--- src/rtl/batch_normalization_controller.sv ---
// batch_normalization_controller: streams an NHWC feature map through one batch-norm element,
// fetching per-channel parameters and buffering results behind credit-based flow control.
module batch_normalization_controller #(
   parameter int DATA_WIDTH   = 32,
   parameter int CH_W         = 10,
   parameter int PIX_W        = 16,
   parameter int PIPE_LATENCY = 2,
   parameter int FIFO_DEPTH   = 8
) (
   input  logic                  clk,
   input  logic                  reset_n,
   input  logic                  start_i,
   input  logic [CH_W-1:0]       num_channels_i,
   input  logic [PIX_W-1:0]      num_pixels_i,
   output logic                  busy_o,
   output logic                  done_o,
   input  logic [DATA_WIDTH-1:0] s_data_i,
   input  logic                  s_valid_i,
   output logic                  s_ready_o,
   output logic                  param_en_o,
   output logic [CH_W-1:0]       param_addr_o,
   output logic [DATA_WIDTH-1:0] bn_data_o,
   input  logic [DATA_WIDTH-1:0] bn_result_i,
   output logic [DATA_WIDTH-1:0] m_data_o,
   output logic                  m_valid_o,
   input  logic                  m_ready_i
);
   localparam int AW = $clog2(FIFO_DEPTH);
   localparam int RW = AW + 1;
   typedef enum logic [1:0] {IDLE, RUN, DRAIN, DONE} state_t;
   state_t                  state;
   logic [CH_W-1:0]         nc, ch;
   logic [PIX_W-1:0]        np, pix;
   logic [RW-1:0]           reserved, count;
   logic [PIPE_LATENCY:0]   vp;
   logic [DATA_WIDTH-1:0]   mem [FIFO_DEPTH];
   logic [AW-1:0]           wr_ptr, rd_ptr;
   logic                    accept, pop, load, wr, last_ch, last_pix;
   assign s_ready_o    = (state == RUN) && (reserved < RW'(FIFO_DEPTH));
   assign accept       = s_valid_i & s_ready_o;
   assign param_en_o   = accept;
   assign param_addr_o = ch;
   assign last_ch      = ch == nc - CH_W'(1);
   assign last_pix     = pix == np - PIX_W'(1);
   assign wr           = vp[PIPE_LATENCY];
   assign pop          = m_valid_o & m_ready_i;
   // the head register refills from memory whenever it is empty or being consumed
   assign load         = (count != '0) && (!m_valid_o || m_ready_i);
   always_ff @(posedge clk or negedge reset_n) begin
      if (!reset_n) begin
         state  <= IDLE;
         nc     <= '0;
         np     <= '0;
         ch     <= '0;
         pix    <= '0;
         busy_o <= 1'b0;
         done_o <= 1'b0;
      end else begin
         case (state)
            IDLE: if (start_i) begin
               nc  <= num_channels_i;
               np  <= num_pixels_i;
               ch  <= '0;
               pix <= '0;
               if (num_channels_i == '0 || num_pixels_i == '0) begin
                  state  <= DONE;
                  done_o <= 1'b1;
               end else begin
                  state  <= RUN;
                  busy_o <= 1'b1;
               end
            end
            RUN: if (accept) begin
               ch <= last_ch ? '0 : ch + CH_W'(1);
               if (last_ch) pix <= pix + PIX_W'(1);
               if (last_ch && last_pix) state <= DRAIN;
            end
            DRAIN: if (reserved == '0) begin
               state  <= DONE;
               busy_o <= 1'b0;
               done_o <= 1'b1;
            end
            DONE: begin
               state  <= IDLE;
               done_o <= 1'b0;
            end
         endcase
      end
   end
   always_ff @(posedge clk or negedge reset_n) begin
      if (!reset_n) begin
         bn_data_o <= '0;
         vp        <= '0;
         reserved  <= '0;
         count     <= '0;
         wr_ptr    <= '0;
         rd_ptr    <= '0;
         m_data_o  <= '0;
         m_valid_o <= 1'b0;
      end else begin
         if (accept) bn_data_o <= s_data_i;
         vp       <= {vp[PIPE_LATENCY-1:0], accept};
         reserved <= reserved + RW'(accept) - RW'(pop);
         count    <= count + RW'(wr) - RW'(load);
         if (wr) wr_ptr <= wr_ptr + AW'(1);
         if (load) begin
            rd_ptr    <= rd_ptr + AW'(1);
            m_data_o  <= mem[rd_ptr];
            m_valid_o <= 1'b1;
         end else if (m_ready_i) begin
            m_valid_o <= 1'b0;
         end
      end
   end
   always_ff @(posedge clk) if (wr) mem[wr_ptr] <= bn_result_i;
endmodule

--- config.mk ---
export PLATFORM = sky130hd
export DESIGN_NAME = batch_normalization_controller
export DESIGN_NICKNAME = d
export VERILOG_FILES = /design/src/rtl/batch_normalization_controller.sv
export SDC_FILE = /design/constraint.sdc
export NUM_CORES = 1
export LEC_CHECK = 0
export CORE_MARGIN = 2
export CORE_UTILIZATION = 57
export DETAILED_ROUTE_END_ITERATION = 8
export PLACE_DENSITY_LB_ADDON = 0.1
export SLEW_MARGIN = 20
export SYNTH_ARGS = -nofsm -noshare
export SYNTH_HDL_FRONTEND = slang
export SYNTH_SLANG_ARGS = --single-unit
--- constraint.sdc ---
create_clock -name clk -period 4.1 [get_ports clk]
set_clock_uncertainty 0.2 [all_clocks]
set_input_delay 0.615 -clock clk [delete_from_list [all_inputs] [get_ports clk]]
set_output_delay 0.615 -clock clk [all_outputs]
set_load 0.05 [all_outputs]
==> metrics.md <==
| Metric | Value |
|---|---|
| Status | finished with violations |
| Failing checks | negative hold slack |
| Initial Util | 57.6% |
| Largest net degree at the start of global routing | roughly 90 |
| Clock Path Buffers | 3 |
| Worst endpoint required time | 4.30 ns |
| PortBufs | approximately 170 |
| Worst-path fanout max | 37 |
| I/O pin count | around 170 |
| Met2 Use GR | between 30% and 40% |
| Slowest stage cell on the critical path | a21oi_4 |
| Final hold violation count | 5 |
| Die Area | 30200 um^2 |
| Area Growth Syn to Fin | 22.2% |
| Syn_nets | 1140 |
| Switching share of power | a little over a third |
| PostCTS Resize Cnt | 0 |
| Post-CTS Hold Fix Bufs | 0 |
| Main combinational cell family by area after synthesis | multiplexers |
| M1 GR Usage | 30.2% |
| DP HPWL | between 20000 and 25000 um |
| Synth Area in Adders | around 1.9% |
| Worst r2r path cells | 9 |
| Setup TNS | 0 ns |
| First-pass GRT wire length | between 50000 and 60000 um |
| Share of cells above drive strength 1 | approximately a fifth |
| Mux cell area share after synthesis | 15.3% |
| Antenna Nets Post-Route | 0 |
| Unique masters post-synth | 64 |
| PwrDens | 735 nW/um^2 |
| Synth Instances | ~1000 |
| Cts bufs inserted | just over 40 |
| Slew @ Worst Pin | 0.869 ns |
| H-tree levels | 2 |
| Seq cells post-synth | 394 |
| Simple-Gate Fraction of Synth Area | about 7.4% |
| CP Launch Type | register |
| Final WS setup | ~0.60 ns |
| Drt total wl | between 30000 and 40000 um |
| Post-synth top cells | 256 x edfxtp_1, 138 x dfrtp_1, 64 x mux4_2 |
| Initial antenna violation count | 0 |
| Total power draw | roughly 15000 uW |
| Syn. warnings | 0 |
| Skew-Pair Late Insertion Delay | 0.53 ns |
| Drt first-iter violations | between 500 and 600 |
| DRT Pass-1 Iters | 5 |
| # clock sinks | roughly 390 |
| CP Data Arrival Time | 3.70 ns |
| Grt total ovfl | 0 |
| Critical path class | register to register |
| Seq/Total Area, Yosys | 67.7% |
| Clock Power Share | roughly a quarter |
| Synth area leader | edfxtp_1 |
| Routed vias/inst | around 5.8 |
| R2R setup slack | ~0.6 ns |
| Setup crit end kind | register |
| Die span in y | between 150 and 200 um |
| Ant. Diodes | 0 |
| Tmin final | approximately 3.5 ns |
| Crit. Startpoint | nc[0] |
| Comb power frac | 36.4% |
| Pleak | ~0.0073 uW |
| Vias in the first global route | roughly 9700 |
| Root buf cell | clkbuf_16 |
| Drt drc | 0 |
| # fillers | about 1900 |
| Final RePlAce weighted congestion | ~0.86 |
| Post-CTS setup buffer count | 0 |
| Slew HR | 41.9% |
| VDD IR max | between 500 and 600 uV |
| Most frequent cell after synthesis | edfxtp_1 |
| Internal power | between 9000 and 10000 uW |
| Reg2reg end | pix[0] |
| CTS tree | done |
| Setup crit end | pix[0] |
| Worst min-delay path class | input pin to asynchronous set/reset pin |
| Final setup viols | 0 |
| Flop pwr share | about two fifths |
| Reg2reg start | nc[0] |
| RSZ-0062 raised after global routing | no |
| FMAX | 0.286 GHz |
| Minimum hold slack | -0.00895 ns |
| WL per Instance | 20.9 um |
| Total track usage | between 20% and 30% |
| M3 GR Usage | 4.29% |
| Mapped Avg Cell Area | 16.1 um^2 |
| Pre-CTS worst setup slack | ~0.63 ns |
| Final slew viol count | 0 |
| GRT busiest layer | met2 |
| Sw Pwr | 5240 uW |
| Post-synth EDFFs | ~260 |
| Top post-synthesis cells by area | edfxtp_1 47%, dfrtp_1 21%, mux4_2 8.8% |
| Die X | 174 um |
| Synth Area in Compound Gates | a little under 4% |
| Number of max-cap violations | 0 |
| DR vias | approximately 9500 |
| Fin crit share | roughly 85% |
| Rows | 62 |
| Final nets | ~1300 |
| CP cell instances | inv_1 > ha_1 > or4b_4 > o21a_1 > o2111ai_1 > and4b_1 > a21oi_4 > nor2_1 > mux2_2 |
| Area of the core | ~29000 um^2 |
| Post-synth top area share | a little under half |
| Cell Area, Synth | between 15000 and 20000 um^2 |
| Post-Synth XOR/XNOR Area | about 2.1% |
| Main synth FF type | edfxtp_1 |
| Ys async rst share | between 30% and 40% |
| Clock-pin transition on the worst setup and hold timing paths | 0.06 ns |
| CP max stage delay | 0.68 ns |
## final cells by class
class | instances | area [um^2] | share of cell area (%)
clock buffer | 59 | 1150 | 5.74
clock inverter | 14 | 208 | 1.03
inverter | 32 | 120 | 0.597
multi-input combinational | 551 | 5090 | 25.3
sequential | 394 | 11100 | 55.4
tap | 384 | 480 | 2.39
timing repair buffer | 195 | 1910 | 9.50
## routing by layer
metal  up-vias  share of wire, %
met5         -                 0
met4         0               1.8
li1       4319                 -
met2       265                51
met1      4837                42
met3        46               5.6
## kinds of logic after synthesis
kind of cell | count (synthesis)
xor gates and xnor gates | 39
AOI/OAI and AO/OA | 103
and+or+nand+nor | 222
adders and majority gates | 24
DFF | 394
muxes | 163
buffers and inverters | 77
## power groups by stage
stage | Clock, uW | Sequential [uW] | Combinational (uW)
floorplan | 0 | 6590 | 2860
global placement | 0 | 5740 | 5300
detailed placement | 0 | 5770 | 5390
CTS | 3790 | 5700 | 5430
global route | 3940 | 5810 | 5770
finish | 3720 | 5690 | 5370
## worst min-delay path by stage
| stage | depth (start not counted) | start | endpoint | slack [ns] |
|---|---|---|---|---|
| after CTS | 1 | reset_n | nc[4] | 0.02 |
| after floorplan | 0 | reset_n | bn_data_o[0] | 0.12 |
| final | 1 | reset_n | np[13] | -0.009 |
| after global routing | 1 | reset_n | np[10] | 0.06 |
| after global placement | 0 | vp[1] | vp[2] | 0.14 |
| after detailed placement | 0 | vp[1] | vp[2] | 0.13 |
## stage by stage
step	area (um^2)	instances	utilization, %
floorplan	16500	1022	-
global placement	18700	1556	65.7
detailed placement	18700	1556	65.7
CTS	20100	1629	70.4
global route	20100	1629	70.4
finish	20100	1629	70.4
## worst max-delay path, delay by kind of cell, from the launching register on
family / cells / cell delay (ns)
adder cells (fa/ha/maj): 1 / 0.23
AO/OA/AOI/OAI: 3 / 1.06
flip-flops: 1 / 0.45
buffers and inverters: 1 / 0.09
multiplexers: 1 / 0.33
AND/OR/NAND/NOR: 3 / 1.01
## sequential cells by signal, indices dropped and copies added (netlist names)
name and count:
nc 10, wr_ptr 3, count 4, pix 16, busy_o 1, state 2, reserved 4, rd_ptr 3
mem 256, m_valid_o 1, m_data_o 32, np 16, bn_data_o 32, param_addr_o 10, done_o 1, vp 3
## cell usage in the layout, fill, tap and decap left out, types with 5 or more instances in the layout
cell type,n
edfxtp_1,256
clkdlybuf4s50_1,172
dfrtp_1,135
mux4_2,64
mux2_2,63
nor2_1,53
a21oi_1,46
clkbuf_16,42
nand2_1,41
mux2i_1,36
inv_1,32
xor2_1,22
ha_1,21
buf_4,21
nand3_1,17
o21ai_0,17
xnor2_1,17
nand4_1,13
clkbuf_1,13
nor3_1,12
or4_1,9
or3_1,9
nand2b_1,8
nor4_1,8
o211ai_1,7
and3_1,6
nor2_4,6
bufinv_16,5
No activity file was read; power rests on OpenSTA's default activity.
